**src/rtl/spi_param_loader.sv**
```systemverilog
// spi_param_loader
// SPI mode-0 slave front end that fills the 125x8 network parameter memory.
// A frame is a command byte {w, a[6:0]} followed by data bytes; each data
// byte is written to the memory port with an auto-incrementing address that
// wraps at DEPTH-1. Every completed byte is echoed back on MISO during the
// following byte so the host can check the link.

module spi_param_loader #(
    parameter int DEPTH = 125,
    parameter int AW    = 7
) (
    input  logic          clk,
    input  logic          reset,
    input  logic          sclk,
    input  logic          cs_n,
    input  logic          mosi,
    output logic          miso,
    output logic [AW-1:0] addr,
    output logic [7:0]    data_out,
    output logic          write_enable,
    output logic          busy,
    output logic          frame_err
);

    localparam logic [1:0] S_IDLE   = 2'd0;
    localparam logic [1:0] S_CMD    = 2'd1;
    localparam logic [1:0] S_DATA   = 2'd2;
    localparam logic [1:0] S_IGNORE = 2'd3;

    localparam logic [7:0]    DEPTH_LIMIT = 8'(DEPTH);
    localparam logic [AW-1:0] LAST_ADDR   = AW'(DEPTH - 1);

    // Synchroniser stages for the three asynchronous SPI inputs.
    // cs_n resets to the inactive (high) level so busy starts low.
    logic r_sclkMeta;
    logic r_sclkSync;
    logic r_csnMeta;
    logic r_csnSync;
    logic r_mosiMeta;
    logic r_mosiSync;

    // Previous synchronised samples and registered edge pulses.
    logic r_sclkPrev;
    logic r_csnPrev;
    logic r_mosiDly;
    logic r_sclkRiseDet;
    logic r_sclkFallDet;
    logic r_csnRiseDet;
    logic r_csnFallDet;

    // Post-reset arming: a frame already running when reset is released
    // must not be picked up half way through.
    logic [1:0] r_settle;
    logic       r_armed;

    // Frame state and datapath.
    logic [1:0]    r_state;
    logic [2:0]    r_bitCnt;
    logic [7:0]    r_shift;
    logic [7:0]    r_misoShift;
    logic          r_misoBit;
    logic [AW-1:0] r_addrCnt;
    logic [AW-1:0] r_addrOut;
    logic [7:0]    r_dataOut;
    logic          r_we;
    logic          r_err;

    logic [7:0] w_nextShift;
    logic [2:0] w_bitCntNext;
    logic       w_byteDone;
    logic       w_cmdValid;
    logic       w_partial;

    // The byte being completed is the shift register with the current
    // (delay-matched) MOSI bit appended at the LSB end.
    assign w_nextShift  = {r_shift[6:0], r_mosiDly};
    assign w_bitCntNext = r_sclkRiseDet ? (r_bitCnt + 3'd1) : r_bitCnt;
    assign w_byteDone   = r_sclkRiseDet && (r_bitCnt == 3'd7);
    assign w_cmdValid   = w_nextShift[7] && ({1'b0, w_nextShift[6:0]} < DEPTH_LIMIT);
    assign w_partial    = (w_bitCntNext != 3'd0);

    assign miso         = r_misoBit & ~r_csnSync;
    assign addr         = r_addrOut;
    assign data_out     = r_dataOut;
    assign write_enable = r_we;
    assign busy         = ~r_csnSync;
    assign frame_err    = r_err;

    // Two-flop synchronisers bringing sclk, cs_n and mosi into the clk domain.
    always_ff @(posedge clk or posedge reset) begin
        if (reset) begin
            r_sclkMeta <= 1'b0;
            r_sclkSync <= 1'b0;
            r_csnMeta  <= 1'b1;
            r_csnSync  <= 1'b1;
            r_mosiMeta <= 1'b0;
            r_mosiSync <= 1'b0;
        end else begin
            r_sclkMeta <= sclk;
            r_sclkSync <= r_sclkMeta;
            r_csnMeta  <= cs_n;
            r_csnSync  <= r_csnMeta;
            r_mosiMeta <= mosi;
            r_mosiSync <= r_mosiMeta;
        end
    end

    // Registered edge detection; MOSI is delayed one stage so it lines up
    // with the SCLK edge pulse it belongs to.
    always_ff @(posedge clk or posedge reset) begin
        if (reset) begin
            r_sclkPrev    <= 1'b0;
            r_csnPrev     <= 1'b1;
            r_mosiDly     <= 1'b0;
            r_sclkRiseDet <= 1'b0;
            r_sclkFallDet <= 1'b0;
            r_csnRiseDet  <= 1'b0;
            r_csnFallDet  <= 1'b0;
        end else begin
            r_sclkPrev    <= r_sclkSync;
            r_csnPrev     <= r_csnSync;
            r_mosiDly     <= r_mosiSync;
            r_sclkRiseDet <= r_sclkSync & ~r_sclkPrev;
            r_sclkFallDet <= ~r_sclkSync & r_sclkPrev;
            r_csnRiseDet  <= r_csnSync & ~r_csnPrev;
            r_csnFallDet  <= ~r_csnSync & r_csnPrev;
        end
    end

    // Arm frame detection only once cs_n has been seen high with the
    // synchronisers holding real samples rather than their reset values.
    always_ff @(posedge clk or posedge reset) begin
        if (reset) begin
            r_settle <= 2'd0;
            r_armed  <= 1'b0;
        end else begin
            if (r_settle != 2'd3) begin
                r_settle <= r_settle + 2'd1;
            end
            if ((r_settle == 2'd3) && r_csnSync) begin
                r_armed <= 1'b1;
            end
        end
    end

    // Frame FSM: command decode, byte assembly, memory write strobe,
    // MISO echo register and protocol error reporting.
    always_ff @(posedge clk or posedge reset) begin
        if (reset) begin
            r_state     <= S_IDLE;
            r_bitCnt    <= 3'd0;
            r_shift     <= 8'h00;
            r_misoShift <= 8'h00;
            r_misoBit   <= 1'b0;
            r_addrCnt   <= '0;
            r_addrOut   <= '0;
            r_dataOut   <= 8'h00;
            r_we        <= 1'b0;
            r_err       <= 1'b0;
        end else begin
            r_we  <= 1'b0;
            r_err <= 1'b0;

            if (r_sclkFallDet) begin
                r_misoBit   <= r_misoShift[7];
                r_misoShift <= {r_misoShift[6:0], 1'b0};
            end

            case (r_state)
                S_IDLE: begin
                    if (r_csnFallDet && r_armed) begin
                        r_state     <= S_CMD;
                        r_bitCnt    <= 3'd0;
                        r_shift     <= 8'h00;
                        r_misoShift <= 8'h00;
                        r_misoBit   <= 1'b0;
                    end
                end

                S_CMD: begin
                    if (r_sclkRiseDet) begin
                        r_shift  <= w_nextShift;
                        r_bitCnt <= w_bitCntNext;
                    end
                    if (w_byteDone) begin
                        r_misoShift <= w_nextShift;
                        if (w_cmdValid) begin
                            r_addrCnt <= AW'(w_nextShift[6:0]);
                            r_state   <= S_DATA;
                        end else begin
                            r_err   <= 1'b1;
                            r_state <= S_IGNORE;
                        end
                    end
                    if (r_csnRiseDet) begin
                        r_state <= S_IDLE;
                        if (w_partial) begin
                            r_err <= 1'b1;
                        end
                    end
                end

                S_DATA: begin
                    if (r_sclkRiseDet) begin
                        r_shift  <= w_nextShift;
                        r_bitCnt <= w_bitCntNext;
                    end
                    if (w_byteDone) begin
                        r_misoShift <= w_nextShift;
                        r_dataOut   <= w_nextShift;
                        r_addrOut   <= r_addrCnt;
                        r_we        <= 1'b1;
                        r_addrCnt   <= (r_addrCnt == LAST_ADDR) ? '0 : (r_addrCnt + AW'(1));
                    end
                    if (r_csnRiseDet) begin
                        r_state <= S_IDLE;
                        if (w_partial) begin
                            r_err <= 1'b1;
                        end
                    end
                end

                S_IGNORE: begin
                    if (r_csnRiseDet) begin
                        r_state <= S_IDLE;
                    end
                end

                default: begin
                    r_state <= S_IDLE;
                end
            endcase
        end
    end

endmodule

```
**config.mk**
```make
export PLATFORM = sky130hd
export DESIGN_NAME = spi_param_loader
export DESIGN_NICKNAME = d
export VERILOG_FILES = /design/src/rtl/spi_param_loader.sv
export SDC_FILE = /design/constraint.sdc
export NUM_CORES = 1
export LEC_CHECK = 0
export BUFFER_PORTS_ARGS = -buffer_cell sky130_fd_sc_hd__buf_2
export CAP_MARGIN = 25
export CORE_MARGIN = 1.5
export CORE_UTILIZATION = 63
export CTS_CLUSTER_DIAMETER = 100
export DETAILED_ROUTE_END_ITERATION = 8
export GPL_TIMING_DRIVEN = 0
export PLACE_DENSITY = 0.87
export SYNTH_ARGS = -nofsm -noshare
export SYNTH_HDL_FRONTEND = slang
export SYNTH_SLANG_ARGS = --single-unit
export TNS_END_PERCENT = 20
```
**constraint.sdc**
```tcl
create_clock -name clk -period 5.5 [get_ports clk]
set_input_delay 1.1 -clock clk [delete_from_list [all_inputs] [get_ports clk]]
set_output_delay 1.1 -clock clk [all_outputs]
set_load 0.03 [all_outputs]
```
# After elaboration in Yosys (flattened, before gate mapping)
# Cells that the tools add are included.
[word_totals]
wordCells = 100
out_inout_bits = 19
ff_bits = 61
input_bits = 5
[op_classes]
n_eq_ne = 14
addsub = 3
n_bitwise = 9
reduce_logical = 14
n_mux = 34
order_cmp = 1
[op_table]
columns = ["operator", "n"]
rows = [
  ["2-to-1 mux 7 bit", 6],
  ["one-hot mux 7 bit (2 select lines)", 2],
  ["2-to-1 mux 8 bit", 3],
  ["one-hot mux 8 bit (2 select lines)", 1],
  ["2-to-1 mux 1 bit", 12],
  ["inequality test 2 bit, second input constant", 5],
  ["2-to-1 mux 3 bit", 3],
  ["2-to-1 mux 2 bit", 4],
  ["adder 7 x 1 -> 7 bit, second input constant", 1],
  ["equality test 7 bit, second input constant", 1],
  ["< comparator 7 bit, second input constant", 1],
  ["equality test 2 bit, second input constant", 3],
  ["one-hot mux 2 bit (3 select lines)", 1],
  ["one-hot mux 3 bit (2 select lines)", 1],
  ["AND reduction 3 bit", 2],
  ["AND 1 bit", 5],
  ["logical AND 1 bit", 4],
  ["inequality test 2 x 1 -> 1 bit, second input constant", 2],
  ["inverter 1 bit", 4],
  ["AND reduction 4 bit", 1],
  ["nonzero test 2 bit", 2],
  ["OR reduction 2 bit", 2],
  ["adder 3 x 1 -> 3 bit, second input constant", 1],
  ["equality test 3 bit, second input constant", 1],
  ["other kinds (7)", 7],
]

# Longest topological paths before layout
# Gate-level depths: netlist of run 1.
[depth]
depth_word = 7
depth_mapped = 7
depth_no_buf = 6

# Least setup slack after synthesis of run 1
# Ideal clock, no wire load.
[synth_timing]
path_kind = "flip-flop to output port"
start = "register r_csnSync"
end = "output port miso"
path_stages_with_launch = 2
path_slack_ps = 3593
t_arrival_ps = 807
required_ps = 4400
n_path_buf = 0
cell_sequence = "dfstp_2 -> nor2b_1"
[synth_via]
elab_chain_cells = 2
[synth_lines]
columns = ["element", "line_no", "rtl"]
rows = [
  ["start, declared", "38", "logic r_csnSync;"],
  ["start signal, assigned", "102", "r_csnSync <= r_csnMeta;"],
  ["inverter 1 bit", "82", "assign miso = r_misoBit & ~r_csnSync;"],
  ["AND 1 bit", "82", ""],
  ["end, declared", "17", "output logic miso,"],
]
# Every way passes these cells.

# Worst setup path in the final report of run 1
[layout_timing]
start = "register r_csnSync"
end = "output port busy"
[layout_via]
elab_chain_cells = 1
[layout_lines]
columns = ["element", "line_no", "rtl"]
rows = [
  ["inverter 1 bit", "86", "assign busy = ~r_csnSync;"],
  ["end, declared", "21", "output logic busy,"],
]
# Every way passes these cells.

==> key figures, run 1 <==
Run status
  – Status: finished clean

Power and ir drop
  – Clock group share of total power: 31.7%
  – Cell Pwr Density: 341 mW/mm^2
  – Pint: 0.723 mW
  – Sw frac: 31.4%
  – LEAKAGE: 1.46 nW
  – Sw power: 0.331 mW
  – Comb power frac: 17.8%
  – Sequential share of power: 50.6%
  – Max VDD drop: roughly 0.33 mV

Clock network
  – CTS max path bufs: 2
  – CTS sink cnt: 61
  – Skew-Pair Late Insertion Delay: 0.33 ns
  – H-Tree Depth: 3
  – CTS tree: built
  – Post_cts resized: 0
  – Clock root cell: clkbuf_8
  – CTS Buf Count: 9
  – Post-CTS Setup Bufs: 0
  – Hold buffers post-CTS: 0
  – Clock-pin slew on the worst setup and hold paths: 0.06 ns

Yosys
  – Syn Area/Cell: 10.9 sq um
  – Number of synthesized flops with an enable pin: 0
  – Synth cell types: between 40 and 50
  – Seq/Total Area, Yosys: 56.0%
  – Area contributors post-synth: dfrtp_1, mux2_2, nand2_1
  – Syn nets: 266
  – Post-synthesis async set-or-reset flop share: 100%
  – Post-synth top area share: 53.2%
  – Cell taking the most area after synthesis: dfrtp_1
  – Prevailing post-synth register cell: dfrtp_1
  – Netlist Area Pre-Place: 0.00273 sq mm
  – Yosys warnings: 0
  – Yosys reg bits: just over 60
  – Synthesized netlist cell count: 251

Timing
  – Setup TNS after final layout: 0 ns
  – Min cycle time layout: roughly 2.3 ns
  – Unrepaired setup endpoints after global routing: no
  – Endpoints failing setup: 0
  – Clk_skew: between 0.01 and 0.015 ns
  – Max frequency: 0.444 GHz
  – Relative slew margins: between 60% and 70%
  – Hold Fails Final Rpt: 0
  – Crit share post-route: 41.0%
  – Worst-Margin Slew: 0.570 ns
  – Max-slew violation count: 0

Floorplanning
  – I/O pin cnt: 24
  – Die area: 0.00474 sq mm
  – Height of the die: 68.8 um
  – Chip Width: 68.8 um
  – Area of the core: 0.00409 sq mm
  – Core Rows: 23
  – Starting density of the core: 66.8%

Layout
  – Storage element area: 0.00153 sq mm
  – Most frequent cells in the layout: dfrtp_1, nand2_1, buf_2, o21ai_0
  – Fill cell count: between 200 and 300
  – Final nets: ~300
  – Layout cells sized above 1: 21.0%
  – Area Overhead vs Synth: 13.2%
  – Area of the multi-input gates: 0.00111 sq mm
  – Antenna diodes: 0
  – Post-layout util: 75.6%
  – Most common cell after layout, fill and taps aside: dfrtp_1

Route
  – Residual DRC: 0
  – TritonRoute pass-1 iters: 4
  – Vias per inst: around 5.9
  – Initial DRC count: 129
  – DRT antenna net count: 0
  – Routed WL per cell: 16.5 um
  – Detailed-route via count: a little over 2000
  – WL final: 5630 um

Worst setup path
  – Crit. End Element: output pin
  – CP Data Arrival Time: 1.15 ns
  – Slowest-stage cell, CP: dfstp_2
  – Worst Path Max Fanout: 5
  – Setup CP Type: reg -> out
  – CP required: 4.40 ns
  – CP Launch Type: flop
  – Worst path max stage delay: roughly 0.58 ns
  – Worst-path cell chain: inv_1, buf_2

Global routing
  – Number of global-route vias before repair: 1868
  – First-pass GRT wire length: 9110 um
  – Total GRT Usage: between 20% and 30%
  – Initial antenna violation count: 0
  – Grt ovf: 0
  – Largest net degree at the start of global routing: 36

Hold path
  – HP Class: reg -> reg

Place
  – Placer congestion estimate: 0.839
  – DP Wirelength: 3890 um
  – I/O Buffers: 23

Run
  – Maxcap violations: 0
## power by group through the flow
| stage | clock [mW] | combinational [mW] | sequential [mW] |
|---|---|---|---|
| after detailed placement | 0 | 0.183 | 0.538 |
| after global placement | 0 | 0.172 | 0.536 |
| after CTS | 0.339 | 0.186 | 0.530 |
| after floorplan | 0 | 0.140 | 0.520 |
| final | 0.334 | 0.187 | 0.533 |
| after global routing | 0.357 | 0.210 | 0.538 |
## synth_stat cells (2+ instances only)
| cell type | n |
|---|---|
| a22o_1 | 2 |
| o21ai_0 | 21 |
| a21o_1 | 2 |
| nor2_1 | 12 |
| nand4_1 | 2 |
| inv_1 | 11 |
| a31oi_1 | 3 |
| nor2b_1 | 6 |
| buf_2 | 4 |
| ha_1 | 10 |
| nand2b_1 | 3 |
| o22ai_1 | 7 |
| dfrtp_1 | 58 |
| nor4_1 | 2 |
| clkbuf_1 | 4 |
| nor3_1 | 3 |
| mux2i_1 | 9 |
| nand2_1 | 34 |
| a21oi_1 | 11 |
| o211ai_1 | 5 |
| mux2_2 | 12 |
| nand3_1 | 7 |
| dfstp_2 | 3 |
| o2bb2ai_1 | 2 |
| mux2_4 | 2 |
## logic make-up after synthesis
family / after synthesis / share of synthesized area (%)
muxes: 23 / 9.35
and+or+nand+nor: 75 / 12.8
adders and majority gates: 10 / 4.58
xor gates and xnor gates: 1 / 0.321
buffers and inverters: 20 / 3.21
AOI/OAI and AO/OA: 61 / 13.7
DFF: 61 / 56.0
## state kept, by name (all words and copies together), names as in the netlist, 2 cells and up
signal	cells
data_out	8
r_misoShift	8
addr	7
r_addrCnt	7
r_shift	7
r_bitCnt	3
r_settle	2
r_state	2
## worst paths after layout
check	startpoint	end	slack, ns	cells past startpoint
worst min-delay path	r_mosiSync	r_mosiDly	0.35	0
worst max-delay path	r_csnSync	busy	3.25	2
min in group asynchronous	reset	r_settle[0]	0.82	2
max in group asynchronous	reset	r_bitCnt[2]	4.09	3
worst max register to register	r_state[0]	r_bitCnt[0]	3.41	7
worst min register to register	r_mosiSync	r_mosiDly	0.35	0
## final cells by class
cell class | instances | share of cell area, %
flip-flops and latches | 61 | 49.5
plain buffers | 9 | 1.50
inverters | 11 | 1.34
multi-input cells | 170 | 36.0
clock buffers | 14 | 4.94
well taps | 50 | 2.02
clock inverters | 2 | 0.324
repair buffers | 24 | 4.37
## worst max-delay path, delay by kind of cell, from the launching register on
kind | cells | cell delay [ns]
flops | 1 | 0.58
buf+inv | 2 | 0.25
## metal layers
| metal | track usage, % | part of all wire, % |
|---|---|---|
| met5 | 0 | 0 |
| met4 | 11.0 | 2.2 |
| met3 | 9.58 | 6.1 |
| met2 | 42.1 | 48 |
| met1 | 36.1 | 43 |
## per-stage QoR
stage                     instance area (sq um)  hold WS [ns]  total power [mW]  instances  setup slack [ns]
after floorplan                            2730         0.331             0.660        251              2.89
after global placement                     2910         0.335             0.708        324              2.25
final                                      3090         0.348              1.05        341              3.25
after global routing                       3090         0.354              1.10        341              3.19
after CTS                                  3090         0.348              1.05        341              3.24
after detailed placement                   2930         0.335             0.721        325              3.49
No activity file was read; power rests on OpenSTA's default activity.
==> inputs of run 2 (changes only) <==
--- a/config.mk
+++ b/config.mk
@@ -8,11 +8,11 @@
 export BUFFER_PORTS_ARGS = -buffer_cell sky130_fd_sc_hd__buf_2
 export CAP_MARGIN = 25
 export CORE_MARGIN = 1.5
-export CORE_UTILIZATION = 63
+export CORE_UTILIZATION = 58
 export CTS_CLUSTER_DIAMETER = 100
 export DETAILED_ROUTE_END_ITERATION = 8
 export GPL_TIMING_DRIVEN = 0
-export PLACE_DENSITY = 0.87
+export PLACE_DENSITY = 0.81
 export SYNTH_ARGS = -nofsm -noshare
 export SYNTH_HDL_FRONTEND = slang
 export SYNTH_SLANG_ARGS = --single-unit
==> constraint.sdc (replaced) <==
create_clock -name clk -period 2.11 [get_ports clk]
set_input_delay 0.422 -clock clk [delete_from_list [all_inputs] [get_ports clk]]
set_output_delay 0.422 -clock clk [all_outputs]
set_load 0.03 [all_outputs]
==> run 2 against run 1 <==
  * Routed wire length down 7.9%
  * Final cell count up 0.59%
  * Critical path depth up 4
  * Clock skew down 0.0016 ns
  * Highest routed layer unchanged
  * Sequential share of layout area down 0.10 points
  * Clock power rose to 2.6 times the previous value
  * Non-clock buffer count unchanged
  * Critical endpoint is now data_out[3]
  * Total power rose to 2.6 times the previous value
  * Global-route usage down 3.5 points
  * Worst hold slack worse by 0.29 ns
  * First-iteration DRC count down 20%
  * Largest cell class unchanged
  * Die area up 8.2%
  * Critical path type is now reg -> reg
  * Largest power group unchanged
==> key figures, run 2 (same netlist as run 1, synthesis figures left out) <==
Floorplanning
  – Starting density of the core: 61.4% (-5.4 points)
  – Height of the die: 71.6 um (+4.0%)
  – Chip Width: 71.6 um (+4.0%)
  – Core Rows: 24 (+4.3%)
  – Area of the core: 0.00444 sq mm (+8.8%)
  – I/O pin cnt: 24 (unchanged)
  – Die area: 0.00513 sq mm (+8.2%)

Route
  – Vias per inst: 5.75 (-3.1%)
  – DRT antenna net count: 0 (unchanged)
  – DRT met1 WL: 2440 um (-0.25%)
  – Initial DRC count: 103 (-20%)
  – WL final: 5190 um (-7.9%)
  – Routed WL per cell: 15.1 um (-8.4%)
  – DR top layer: met4
  – Residual DRC: 0 (unchanged)
  – Met3 Routed Length: 272 um (-21%)
  – Detailed-route via count: 1971 (-2.5%)
  – Met2 wire length: 2400 um (-12%)
  – TritonRoute pass-1 iters: 6 (+2)

Timing
  – Clk_skew: 0.00862 ns (-0.00158 ns)
  – Endpoints failing setup: 0 (unchanged)
  – Min cycle time layout: 1.95 ns
  – Crit share post-route: slightly above 90%
  – Relative slew margins: 69.8% (+7.8 points)
  – Max-slew violation count: 0 (unchanged)
  – Hold Fails Final Rpt: 0 (unchanged)
  – Setup TNS after final layout: 0 ns (unchanged)
  – Worst-Margin Slew: 0.453 ns (-0.117 ns)
  – Max frequency: 0.514 GHz
  – Fin worst setup slack: 0.165 ns (-3.08 ns)
  – Unrepaired setup endpoints after global routing: no
  – Worst hold slack: 0.0542 ns (-0.294 ns)

Hold path
  – HP Class: in -> async

Worst setup path
  – Worst Path Max Fanout: 10 (+5)
  – Setup CP Type: reg -> reg
  – CP Data Arrival Time: 2.17 ns (+1.02 ns)
  – FF-to-FF Start: r_bitCnt[0]
  – Reg-to-Reg End: data_out[3]
  – Reg-to-reg setup timing slack: 0.16 ns (-3.25 ns)
  – Worst r2r path cells: 6 (-1)
  – Crit. End Element: flop
  – CP required: 2.33 ns (-2.07 ns)
  – CP startpoint: r_bitCnt[0]
  – CP Launch Type: flop

Power and ir drop
  – Cell Pwr Density: 882 mW/mm^2 (+160%)
  – Sequential share of power: 50.8% (+0.2 points)
  – LEAKAGE: 1.46 nW (about the same)
  – Sw power: 0.845 mW (+160%)
  – Clock group share of total power: 31.8% (about the same)
  – Total Power: 2.73 mW (+160%)
  – Pint: 1.89 mW (+160%)
  – Comb power frac: 17.4% (-0.4 points)
  – Max VDD drop: 0.597 mV (+83%)
  – Sw frac: 30.9% (-0.48 points)

Clock network
  – Clock root cell: clkbuf_8
  – H-Tree Depth: 3 (unchanged)
  – Post-CTS Setup Bufs: 0 (unchanged)
  – Post_cts resized: 0 (unchanged)
  – CTS max path bufs: 2 (unchanged)
  – Skew-Pair Late Insertion Delay: 0.34 ns (about the same)
  – CTS sink cnt: 61 (unchanged)
  – CTS tree: built
  – Hold buffers post-CTS: 0 (unchanged)
  – Clock-pin slew on the worst setup and hold paths: 0.06 ns (about the same)
  – CTS Buf Count: 9 (unchanged)

Global routing
  – Initial antenna violation count: 0 (unchanged)
  – Largest net degree at the start of global routing: 46 (+28%)
  – Number of global-route vias before repair: 1990 (+6.5%)
  – Total GRT Usage: 23.9% (-3.5 points)
  – First-pass GRT wire length: 9290 um (+1.9%)
  – Grt ovf: 0 (unchanged)

Layout
  – Antenna diodes: 0 (unchanged)
  – Layout cells sized above 1: 21.3% (+0.34 points)
  – Most frequent cells in the layout: dfrtp_1, nand2_1, buf_2, o21ai_0
  – Fill cell count: 329 (+18%)
  – Cell Count, Final, Fillers Out: 343 (+0.59%)
  – Final nets: 301 (unchanged)
  – Final Cell Area: 0.00310 sq mm (+0.20%)
  – Area Overhead vs Synth: 13.4%
  – Post-layout util: 69.7% (-5.9 points)
  – Most common cell after layout, fill and taps aside: dfrtp_1

Run status
  – Status: finished clean

Place
  – DP Wirelength: 3590 um (-7.8%)
  – Dpl cell area: 0.00293 sq mm (about the same)
  – I/O Buffers: 23 (unchanged)
  – Dpl ws: 0.143 ns (-3.34 ns)
  – Placed insts: 327 (+0.62%)
  – Placer congestion estimate: 0.894 (+6.5%)

Run
  – Maxcap violations: 0 (unchanged)
## run 2: cell counts in the layout (fill, tap and decap cells not counted)
Identical to the previous run, type by type.
## run 2: layout make-up
class	instances	area, sq um	share of cell area [%]
Multi-Input combinational cell	170	1120	36.0
Sequential cell	61	1530	49.4
Inverter	11	41.3	1.33
Clock inverter	2	10.0	0.323
Timing Repair Buffer	24	135	4.36
Clock buffer	14	153	4.93
Buffer	9	46.3	1.49
Tap cell	52	65.1	2.10
## run 2: per-layer routing
| metal | global-route usage [%] | up-vias |
|---|---|---|
| met1 | 33.0 | 945 |
| met2 | 35.1 | 58 |
| met3 | 5.49 | 10 |
| met4 | 13.6 | 0 |
| li1 | - | 958 |
| met5 | 0 | - |
## run 2: critical path: stages (launching register included)
cell and delay (ns):
dfrtp_1 0.42, ha_1 0.21, ha_1 0.18, and2_1 0.20
nand2_1 0.15, buf_2 0.29, mux2_2 0.38
## run 2: power by group through the flow
stage	registers (mW)	clock network (mW)	logic, mW
after floorplan	1.36	0	0.365
final	1.39	0.869	0.475
after global placement	1.40	0	0.452
after detailed placement	1.40	0	0.469
after global routing	1.40	0.925	0.539
after CTS	1.38	0.884	0.473
## run 2: how the worst max path moves through the flow
stage	endpoint	slack, ns	depth (start not counted)
floorplan	addr[0]	0.18	1
global placement	data_out[3]	-0.49	2
detailed placement	r_bitCnt[0]	0.14	7
CTS	r_bitCnt[0]	0.11	7
global route	addr[3]	0.06	6
finish	data_out[3]	0.16	6
